### src/rtl/dmem_port_arbiter_pkg.sv
// Shared types and helpers for the data-memory port arbiter.
package dmem_arb_pkg;

  // Arbiter transaction phases.
  typedef enum logic [1:0] {
    ST_IDLE  = 2'd0,
    ST_ISSUE = 2'd1,
    ST_WAIT  = 2'd2
  } arb_state_e;

  // Requester identities: core load/store unit and program/data loader.
  typedef enum logic {
    PORT_CORE = 1'b0,
    PORT_LOAD = 1'b1
  } port_id_e;

  // Bits needed to hold a count from 0 up to and including max_val.
  function automatic int cnt_width(input int max_val);
    return (max_val < 1) ? 1 : $clog2(max_val + 1);
  endfunction

endpackage

### src/rtl/dmem_port_arbiter_if.sv
// Requester-side bus of the data-memory arbiter: command in, grant/response out.
interface dmem_req_if #(
  parameter int ADDR_W = 32,
  parameter int DATA_W = 32
);
  logic              req;
  logic              we;
  logic [ADDR_W-1:0] addr;
  logic [DATA_W-1:0] wdata;
  logic              gnt;
  logic              rvalid;
  logic [DATA_W-1:0] rdata;

  // Requester side drives the command and observes grant/response.
  modport master (
    output req, we, addr, wdata,
    input  gnt, rvalid, rdata
  );

  // Arbiter side accepts the command and returns grant/response.
  modport slave (
    input  req, we, addr, wdata,
    output gnt, rvalid, rdata
  );
endinterface

### src/rtl/dmem_port_arbiter_starve_ctr.sv
// Saturating loss counter for the low-priority port; raises force_o once the
// loader has lost STARVE_LIM arbitrations in a row.
module dmem_arb_starve_ctr
  import dmem_arb_pkg::*;
#(
  parameter int STARVE_LIM = 4
) (
  input  logic clk,
  input  logic reset,
  input  logic inc_i,
  input  logic clr_i,
  output logic force_o
);

  localparam int CW = cnt_width(STARVE_LIM);

  logic [CW-1:0] cnt_q;
  logic [CW-1:0] cnt_d;

  // Clear wins over increment; increment stops at the limit.
  always_comb begin
    cnt_d = cnt_q;
    if (clr_i) begin
      cnt_d = '0;
    end else if (inc_i && (cnt_q < CW'(STARVE_LIM))) begin
      cnt_d = cnt_q + CW'(1);
    end
  end

  // Counter register.
  always_ff @(posedge clk or posedge reset) begin
    if (reset) begin
      cnt_q <= '0;
    end else begin
      cnt_q <= cnt_d;
    end
  end

  assign force_o = (cnt_q >= CW'(STARVE_LIM));

endmodule

### src/rtl/dmem_port_arbiter.sv
// Two-requester arbiter in front of the single-port data memory. Port 0 (core)
// has fixed priority, port 1 (loader) is forced through after repeated losses.
// One transaction in flight: IDLE -> ISSUE -> (WAIT for reads) -> IDLE.
module dmem_port_arbiter
  import dmem_arb_pkg::*;
#(
  parameter int ADDR_W     = 32,
  parameter int DATA_W     = 32,
  parameter int RD_LAT     = 1,
  parameter int STARVE_LIM = 4
) (
  input  logic              clk,
  input  logic              reset,
  dmem_req_if.slave         port0,
  dmem_req_if.slave         port1,
  output logic              mem_re_o,
  output logic              mem_we_o,
  output logic [ADDR_W-1:0] mem_addr_o,
  output logic [DATA_W-1:0] mem_wdata_o,
  input  logic [DATA_W-1:0] mem_rdata_i,
  output logic              busy_o
);

  localparam int WAIT_W = cnt_width(RD_LAT);

  arb_state_e        state_q,      state_d;
  port_id_e          port_q,       port_d;
  logic              held_we_q,    held_we_d;
  logic [ADDR_W-1:0] held_addr_q,  held_addr_d;
  logic [DATA_W-1:0] held_wdata_q, held_wdata_d;
  logic [WAIT_W-1:0] wait_cnt_q,   wait_cnt_d;
  logic              gnt0_q,       gnt0_d;
  logic              gnt1_q,       gnt1_d;
  logic              rvalid0_q,    rvalid0_d;
  logic              rvalid1_q,    rvalid1_d;
  logic [DATA_W-1:0] rdata0_q,     rdata0_d;
  logic [DATA_W-1:0] rdata1_q,     rdata1_d;

  logic starve_inc;
  logic starve_clr;
  logic starve_force;
  logic pick_load;

  // Loader wins when it is alone, or when it has been starved long enough.
  assign pick_load = port1.req && (!port0.req || starve_force);

  dmem_arb_starve_ctr #(
    .STARVE_LIM(STARVE_LIM)
  ) u_starve (
    .clk    (clk),
    .reset  (reset),
    .inc_i  (starve_inc),
    .clr_i  (starve_clr),
    .force_o(starve_force)
  );

  // Next-state, arbitration, command latch and response capture.
  always_comb begin
    state_d      = state_q;
    port_d       = port_q;
    held_we_d    = held_we_q;
    held_addr_d  = held_addr_q;
    held_wdata_d = held_wdata_q;
    wait_cnt_d   = wait_cnt_q;
    gnt0_d       = 1'b0;
    gnt1_d       = 1'b0;
    rvalid0_d    = 1'b0;
    rvalid1_d    = 1'b0;
    rdata0_d     = rdata0_q;
    rdata1_d     = rdata1_q;
    starve_inc   = 1'b0;
    starve_clr   = 1'b0;

    case (state_q)
      ST_IDLE: begin
        if (port0.req || port1.req) begin
          state_d = ST_ISSUE;
          if (pick_load) begin
            port_d       = PORT_LOAD;
            held_we_d    = port1.we;
            held_addr_d  = port1.addr;
            held_wdata_d = port1.wdata;
            gnt1_d       = 1'b1;
            starve_clr   = 1'b1;
          end else begin
            port_d       = PORT_CORE;
            held_we_d    = port0.we;
            held_addr_d  = port0.addr;
            held_wdata_d = port0.wdata;
            gnt0_d       = 1'b1;
            // Only a loss against a waiting loader counts as starvation.
            starve_inc   = port1.req;
          end
        end
      end

      ST_ISSUE: begin
        if (held_we_q) begin
          state_d = ST_IDLE;
        end else begin
          state_d    = ST_WAIT;
          wait_cnt_d = WAIT_W'(RD_LAT);
        end
      end

      ST_WAIT: begin
        if (wait_cnt_q == WAIT_W'(1)) begin
          state_d = ST_IDLE;
          if (port_q == PORT_LOAD) begin
            rvalid1_d = 1'b1;
            rdata1_d  = mem_rdata_i;
          end else begin
            rvalid0_d = 1'b1;
            rdata0_d  = mem_rdata_i;
          end
        end else begin
          wait_cnt_d = wait_cnt_q - WAIT_W'(1);
        end
      end

      default: begin
        state_d = ST_IDLE;
      end
    endcase
  end

  // FSM state and in-flight bookkeeping.
  always_ff @(posedge clk or posedge reset) begin
    if (reset) begin
      state_q    <= ST_IDLE;
      port_q     <= PORT_CORE;
      wait_cnt_q <= '0;
    end else begin
      state_q    <= state_d;
      port_q     <= port_d;
      wait_cnt_q <= wait_cnt_d;
    end
  end

  // Held command: drives the memory address/data during ISSUE.
  always_ff @(posedge clk or posedge reset) begin
    if (reset) begin
      held_we_q    <= 1'b0;
      held_addr_q  <= '0;
      held_wdata_q <= '0;
    end else begin
      held_we_q    <= held_we_d;
      held_addr_q  <= held_addr_d;
      held_wdata_q <= held_wdata_d;
    end
  end

  // Grant and read-response registers; rdata holds until that port's next read.
  always_ff @(posedge clk or posedge reset) begin
    if (reset) begin
      gnt0_q    <= 1'b0;
      gnt1_q    <= 1'b0;
      rvalid0_q <= 1'b0;
      rvalid1_q <= 1'b0;
      rdata0_q  <= '0;
      rdata1_q  <= '0;
    end else begin
      gnt0_q    <= gnt0_d;
      gnt1_q    <= gnt1_d;
      rvalid0_q <= rvalid0_d;
      rvalid1_q <= rvalid1_d;
      rdata0_q  <= rdata0_d;
      rdata1_q  <= rdata1_d;
    end
  end

  // Strobes decode straight from the state register so a reset kills them at once.
  assign mem_we_o    = (state_q == ST_ISSUE) &&  held_we_q;
  assign mem_re_o    = (state_q == ST_ISSUE) && !held_we_q;
  assign mem_addr_o  = held_addr_q;
  assign mem_wdata_o = held_wdata_q;
  assign busy_o      = (state_q != ST_IDLE);

  assign port0.gnt    = gnt0_q;
  assign port1.gnt    = gnt1_q;
  assign port0.rvalid = rvalid0_q;
  assign port1.rvalid = rvalid1_q;
  assign port0.rdata  = rdata0_q;
  assign port1.rdata  = rdata1_q;

endmodule

### src/flat_wrapper.sv
// flat-port wrapper written by rule: the top's interface ports become plain ports
module dmem_port_arbiter_flat import dmem_arb_pkg::*;
#(
  parameter int ADDR_W     = 32,
  parameter int DATA_W     = 32,
  parameter int RD_LAT     = 1,
  parameter int STARVE_LIM = 4
)
  (clk, reset, mem_re_o, mem_we_o, mem_addr_o, mem_wdata_o, mem_rdata_i, busy_o, port0_req, port0_we, port0_addr, port0_wdata, port0_gnt, port0_rvalid, port0_rdata, port1_req, port1_we, port1_addr, port1_wdata, port1_gnt, port1_rvalid, port1_rdata);
  dmem_req_if #(.ADDR_W(ADDR_W), .DATA_W(DATA_W)) port0_i ();
  dmem_req_if #(.ADDR_W(ADDR_W), .DATA_W(DATA_W)) port1_i ();
  input  logic clk;
  input  logic reset;
  output logic mem_re_o;
  output logic mem_we_o;
  output logic [ADDR_W-1:0] mem_addr_o;
  output logic [DATA_W-1:0] mem_wdata_o;
  input  logic [DATA_W-1:0] mem_rdata_i;
  output logic busy_o;
  input wire logic [$bits(port0_i.req)-1:0] port0_req;
  input wire logic [$bits(port0_i.we)-1:0] port0_we;
  input wire logic [$bits(port0_i.addr)-1:0] port0_addr;
  input wire logic [$bits(port0_i.wdata)-1:0] port0_wdata;
  output wire logic [$bits(port0_i.gnt)-1:0] port0_gnt;
  output wire logic [$bits(port0_i.rvalid)-1:0] port0_rvalid;
  output wire logic [$bits(port0_i.rdata)-1:0] port0_rdata;
  input wire logic [$bits(port1_i.req)-1:0] port1_req;
  input wire logic [$bits(port1_i.we)-1:0] port1_we;
  input wire logic [$bits(port1_i.addr)-1:0] port1_addr;
  input wire logic [$bits(port1_i.wdata)-1:0] port1_wdata;
  output wire logic [$bits(port1_i.gnt)-1:0] port1_gnt;
  output wire logic [$bits(port1_i.rvalid)-1:0] port1_rvalid;
  output wire logic [$bits(port1_i.rdata)-1:0] port1_rdata;
  assign port0_i.req = port0_req;
  assign port0_i.we = port0_we;
  assign port0_i.addr = port0_addr;
  assign port0_i.wdata = port0_wdata;
  assign port0_gnt = port0_i.gnt;
  assign port0_rvalid = port0_i.rvalid;
  assign port0_rdata = port0_i.rdata;
  assign port1_i.req = port1_req;
  assign port1_i.we = port1_we;
  assign port1_i.addr = port1_addr;
  assign port1_i.wdata = port1_wdata;
  assign port1_gnt = port1_i.gnt;
  assign port1_rvalid = port1_i.rvalid;
  assign port1_rdata = port1_i.rdata;
  dmem_port_arbiter #(.ADDR_W(ADDR_W), .DATA_W(DATA_W), .RD_LAT(RD_LAT), .STARVE_LIM(STARVE_LIM)) u_core (.clk(clk), .reset(reset), .port0(port0_i), .port1(port1_i), .mem_re_o(mem_re_o), .mem_we_o(mem_we_o), .mem_addr_o(mem_addr_o), .mem_wdata_o(mem_wdata_o), .mem_rdata_i(mem_rdata_i), .busy_o(busy_o));
endmodule
### config.mk
export PLATFORM = sky130hd
export DESIGN_NAME = dmem_port_arbiter_flat
export DESIGN_NICKNAME = d
export VERILOG_FILES = /design/src/rtl/dmem_port_arbiter_pkg.sv /design/src/rtl/dmem_port_arbiter_if.sv /design/src/rtl/dmem_port_arbiter_starve_ctr.sv /design/src/rtl/dmem_port_arbiter.sv /design/src/flat_wrapper.sv
export SDC_FILE = /design/constraint.sdc
export NUM_CORES = 1
export LEC_CHECK = 0
export ABC_AREA = 0
export CAP_MARGIN = 15
export CORE_MARGIN = 2
export CORE_UTILIZATION = 36
export DETAILED_ROUTE_END_ITERATION = 16
export PLACE_DENSITY = 0.89
export SLEW_MARGIN = 5
export SYNTH_ARGS = -nofsm -noshare
export SYNTH_HDL_FRONTEND = slang
export SYNTH_SLANG_ARGS = --single-unit
export TNS_END_PERCENT = 30
### constraint.sdc
create_clock -name clk -period 5.05 [get_ports clk]
set_input_delay 1.01 -clock clk [delete_from_list [all_inputs] [get_ports clk]]
set_output_delay 1.01 -clock clk [all_outputs]
set_load 0.01 [all_outputs]
==> impl_metrics.yaml, run 1 <==
layout:
  antennaDiodeCount: 0
  nNetsFinal: 856
  mostFrequentLayoutCells: "300 x clkdlybuf4s50_1, 140 x dfrtp_1, 65 x and3_1, 65 x a221o_1, 58 x mux2_2"
  drive_above_1_share_pct: 14.8
  final_common_cell: "clkdlybuf4s50_1"
  instances_no_fill: 913
  final_cell_area_um2: 9410
  syn_to_final_growth_pct: 67.0
  post-route-util_pct: 61.7
floorplanning:
  core_area_um2: 15300
  initial_utilization_pct: 36.9
  die_w_um: 129
  ioPinCount: 301
  num_rows: 45
  die_area_um2: 16700
  fp.dieH_um: 129
outcome:
  status: "finished clean"
place:
  placed_area_um2: 8820
  gp_congestion: 0.793
  placedCellCount: 881
  port_buffers: 300
  dp_hpwl_mm: 12.3
  pre_cts_slack_ps: 1960
drt:
  routed_via_density: 5.14
  dr.pass1.iters: 4
  drcViolationCount: 0
  wl_per_cell_um: 18.5
  first_iter_violations: 216
  detail-route-antenna-nets: 0
  drt-total-wl_mm: 16.8
  vias: 4697
synthesis:
  avgSynthCellArea_um2: 14.2
  synth_nets: 564
  synth_area_leaders: "dfrtp_1 62%, mux2_2 12%, a221o_1 12%, and3_1 7.3%, mux2_1 1.2%"
  yosys_warnings: 0
  async_flop_share_pct: 100
  synth-edff-count: 0
  netlist_area_um2: 5630
  yosys.area.top_type_share_pct: 62.2
  yosys_register_bits: 140
  synth.largest_area_cell: "dfrtp_1"
  synth_ff_type: "dfrtp_1"
  syn_inst: 397
  ys_types: 29
  synth.yosys.seq_area_share_pct: 62.2
timing:
  clock.fmax_ghz: 0.346
  setup_violations: 0
  setup_tns_ps: 0
  setup_ws_ps: 2160
  clock_skew_ps: 8.67
  grt_setup_unrepaired: "no"
  slew_headroom_pct: 28.6
  worst_slew_pin_slew_ps: 1070
  hold_violations: 0
  finalMaxSlewViolations: 0
  finalCritPeriodShare_pct: 57.3
  min_period_ps: 2890
global_routing:
  grt_usage_pct: 19.8
  grt_max_degree: 82
  gr-total-overflow: 0
  antenna_found_initial: 0
  grt_pass1_wl_mm: 25.7
  grt_pass1_vias: 4929
critical_path:
  slowest_delay_ps: 640
  cp-end-kind: "primary output"
  critical_path.max_fanout: 6
  start_kind: "flop"
  critical_path_class: "reg2out"
  crit_chain: "nor3b_1 -> clkdlybuf4s50_1"
  critical-path-slowest-cell: "clkdlybuf4s50_1"
  cp.arrival_ps: 1880
  r2r_slack_ps: 2790
  critPathRequiredTime_ps: 4040
clock_tree:
  clock-root-buffer: "clkbuf_16"
  cts_made_buffers: 17
  clkLatencyLatePin_ps: 410
  cts_sinks: 140
  cts_resized: 0
  hold_buffers: 0
  postCtsSetupRepairBufs: 0
  cts_tree: "built"
  clockBufferDepth: 2
  cts.clk_slew.worst_paths_ps: 60
  htreeDepth: 4
power:
  powerDensity_nw_per_um2: 632
  p_leak_nw: 4.16
  irDropWorstVdd_mv: 0.313
run:
  cap_violations: 0
worst_hold_path:
  hold_class: "reg2reg"
-- metal layers --
metal	global-route usage, %	wire length (um)	up-vias
met5	0	0	-
met4	6.91	408	0
met3	6.32	1410	34
met2	34.8	8350	262
met1	22.8	6680	2287
li1	-	-	2114
-- cell usage after synthesis, types with 2 or more instances --
library cell / n
a21o_1: 3
nand2_1: 2
clkbuf_1: 17
buf_6: 2
nor2_1: 2
mux2_2: 58
buf_2: 13
a221o_1: 65
dfrtp_1: 140
mux2_1: 6
inv_1: 6
and3_1: 66
-- path summary, 6_finish.rpt --
kind / start / endpoint / cells past startpoint
worst min register to register: u_core.u_starve.cnt_q[1]$_DFFE_PP0P_ / u_core.u_starve.cnt_q[1]$_DFFE_PP0P_ / 2
max in group asynchronous: reset / u_core.mem_addr_o[25]$_DFFE_PP0P_ / 3
worst max-delay path: u_core.state_q[1]$_DFFE_PP0P_ / mem_re_o / 2
worst min-delay path: u_core.u_starve.cnt_q[1]$_DFFE_PP0P_ / u_core.u_starve.cnt_q[1]$_DFFE_PP0P_ / 2
min in group asynchronous: reset / u_core.port0.gnt$_DFF_PP0_ / 2
worst max register to register: u_core.state_q[1]$_DFFE_PP0P_ / u_core.mem_addr_o[11]$_DFFE_PP0P_ / 4
-- kinds of logic after synthesis --
logic type               share of synthesized area, %
adder cells (fa/ha/maj)                         0.222
AO/OA/AOI/OAI                                    12.3
buffers and inverters                            3.29
flip-flops                                       62.2
multiplexers                                     12.8
AND/OR/NAND/NOR                                  9.24
-- critical path, delay by kind of cell, from the launching register on --
kind / cells / cell delay (ps)
flops: 1 / 450
simple gates: 1 / 390
buf+inv: 1 / 640
-- per-stage QoR --
step                hold WS [ps]  total power (W)
floorplan                    452          0.00323
global placement             464          0.00461
detailed placement           474          0.00473
CTS                          488          0.00600
global route                 516          0.00627
finish                       483          0.00595
-- sequential cells by signal, summed over array words and instances (netlist names) --
| signal | count |
|---|---|
| u_core.mem_wdata_o | 32 |
| u_core.port1.gnt | 1 |
| u_core.port_q | 1 |
| u_core.port0.gnt | 1 |
| u_core.port0.rdata | 32 |
| u_core.wait_cnt_q | 1 |
| u_core.port1.rdata | 32 |
| u_core.held_we_q | 1 |
| u_core.state_q | 2 |
| u_core.u_starve.cnt_q | 3 |
| u_core.mem_addr_o | 32 |
| u_core.port0.rvalid | 1 |
| u_core.port1.rvalid | 1 |
-- cell type report --
cell class / instances / area [um2]
Fill cell: 1132 / 5850
Sequential cell: 140 / 3500
Timing Repair Buffer: 307 / 3060
Multi-Input combinational cell: 217 / 1970
Clock buffer: 17 / 425
Tap cell: 211 / 264
Clock inverter: 15 / 168
Inverter: 6 / 27.5
-- where the power goes --
part / leakage [nW] / total, W / switching [W] / internal, W
clock network: 0.286 / 0.00124 / 0.000537 / 0.000706
registers: 1.70 / 0.00202 / 0.000336 / 0.00168
logic: 2.17 / 0.00269 / 0.00108 / 0.00161
total: 4.16 / 0.00595 / 0.00196 / 0.00399
No activity file was read; power rests on OpenSTA's default activity.
==> run 2, diff against run 1 <==
==> constraint.sdc (replaced) <==
create_clock -name clk -period 2.63 [get_ports clk]
set_input_delay 0.526 -clock clk [delete_from_list [all_inputs] [get_ports clk]]
set_output_delay 0.526 -clock clk [all_outputs]
set_load 0.01 [all_outputs]
==> run 2 against run 1 <==
Setup slack lost 1900 ps. Final area grew 0.81%. Via count shrank 1.2%. Critical path depth is the same. Wire length shrank 2.0%. Sequential power grew 91%. Total power grew 94%. Count of clock-buffer cells in the layout grew 4. Combinational power grew 94%.
==> impl_metrics.yaml, run 2 (same netlist as run 1, synthesis figures left out) <==
outcome:
  status: "finished clean"
drt:
  wl_per_cell_um: 18.0
  vias: 4640
  drcViolationCount: 0
  drt-total-wl_mm: 16.5
  dr.pass1.iters: 4
  routed_via_density: 5.07
  first_iter_violations: 217
  detail-route-antenna-nets: 0
clock_tree:
  cts.clk_slew.worst_paths_ps: 60
  hold_buffers: 0
  htreeDepth: 4
  cts_resized: 0
  postCtsSetupRepairBufs: 0
  cts_tree: "built"
  cts_sinks: 140
  clockBufferDepth: 2
  clkLatencyLatePin_ps: 410
  clock-root-buffer: "clkbuf_16"
  cts_made_buffers: 17
power:
  irDropWorstVdd_mv: 0.480
  p_leak_nw: 4.19
  power_w: 0.0115
  powerDensity_nw_per_um2: 1220
critical_path:
  crit_chain: "nor3b_1 -> clkdlybuf4s50_1"
  path_delay_family: "buffers and inverters"
  worst-path-buf-inv: 1
  cp.arrival_ps: 1810
  critical_path_class: "reg2out"
  start_kind: "flop"
  critical-path-slowest-cell: "clkdlybuf4s50_1"
  slowest_delay_ps: 630
  critPathRequiredTime_ps: 2100
  critical_path.max_fanout: 6
  cp-end-kind: "primary output"
worst_hold_path:
  hold_class: "reg2reg"
layout:
  final_common_cell: "clkdlybuf4s50_1"
  nNetsFinal: 859
  mostFrequentLayoutCells: "300 x clkdlybuf4s50_1, 140 x dfrtp_1, 65 x and3_1, 65 x a221o_1, 58 x mux2_2"
  syn_to_final_growth_pct: 68.4
  drive_above_1_share_pct: 15.2
  antennaDiodeCount: 0
  final_cell_area_um2: 9490
timing:
  clock_skew_ps: 4.58
  hold_violations: 0
  finalCritPeriodShare_pct: 88.9
  setup_violations: 0
  slew_headroom_pct: 40.7
  min_period_ps: 2340
  grt_setup_unrepaired: "no"
  finalMaxSlewViolations: 0
  setup_tns_ps: 0
  clock.fmax_ghz: 0.428
  worst_slew_pin_slew_ps: 890
place:
  gp_congestion: 0.778
  placed_area_um2: 8870
  port_buffers: 300
  dp_hpwl_mm: 12.0
run:
  cap_violations: 0
global_routing:
  grt_max_degree: 141
  antenna_found_initial: 0
  gr-total-overflow: 0
  grt_pass1_wl_mm: 25.4
  grt_pass1_vias: 4999
  grt_usage_pct: 19.9
floorplanning:
  fp.dieH_um: 129
  die_w_um: 129
  num_rows: 45
  ioPinCount: 301
  die_area_um2: 16700
  initial_utilization_pct: 36.9
  core_area_um2: 15300
-- run 2: cell types whose count changed in the layout (fill, tap and decap cells not counted), sizes merged --
cell	before	now
clkbuf	17	21
buf	7	10
clkinv	2	4
bufinv	1	3
inv	16	6
clkinvlp	2	3
-- run 2: area by class of cell --
class | count | area, um2
fill | 1121 | 5770
sequential | 140 | 3500
timing repair buffer | 310 | 3100
multi-input combinational | 217 | 1970
clock buffer | 21 | 480
tap | 211 | 264
clock inverter | 10 | 138
inverter | 6 | 26.3
-- run 2: through the flow --
step | cells | worst slack [ps] | hold WS [ps] | util [%]
6_report | 915 | 293 | 484 | 62.2
3_3_place_gp | 884 | 333 | 463 | 58.1
3_5_place_dp | 884 | 296 | 475 | 58.1
5_1_grt | 915 | 193 | 511 | 62.2
2_1_floorplan | 397 | 355 | 452 | -
4_1_cts | 915 | 243 | 488 | 62.2
-- run 2: layer usage --
metal	up-vias	track usage, %	wire length [um]
li1	2109	-	-
met1	2276	22.3	6470
met2	230	35.3	8450
met3	25	6.65	1250
met5	-	0	0
met4	0	7.48	348
-- run 2: worst paths after layout --
| kind | cells after the start | to | from | slack, ps |
|---|---|---|---|---|
| setup / recovery | 2 | mem_re_o | u_core.state_q[1]$_DFFE_PP0P_ | 290 |
| hold / removal | 1 | u_core.port0.rdata[18]$_DFFE_PP0P_ | u_core.port0.rdata[18]$_DFFE_PP0P_ | 480 |
| setup reg to reg | 3 | u_core.port1.rdata[14]$_DFFE_PP0P_ | u_core.state_q[0]$_DFFE_PP0P_ | 500 |
| hold reg to reg | 1 | u_core.port0.rdata[18]$_DFFE_PP0P_ | u_core.port0.rdata[18]$_DFFE_PP0P_ | 480 |
| max in group asynchronous | 3 | u_core.mem_wdata_o[5]$_DFFE_PP0P_ | reset | 1390 |
| min in group asynchronous | 3 | u_core.port0.rdata[11]$_DFFE_PP0P_ | reset | 670 |
-- run 2: worst register-to-register path, delay by kind of cell, from the launching register on --
family	cells	cell delay (ps)
AND/OR/NAND/NOR	2	970
multiplexers	1	600
flip-flops	1	430
-- run 2: power breakdown --
part	leakage (nW)	switching, W	internal, W
logic	2.19	0.00208	0.00313
registers	1.70	0.000636	0.00323
clock network	0.301	0.000877	0.00159
total	4.19	0.00359	0.00795
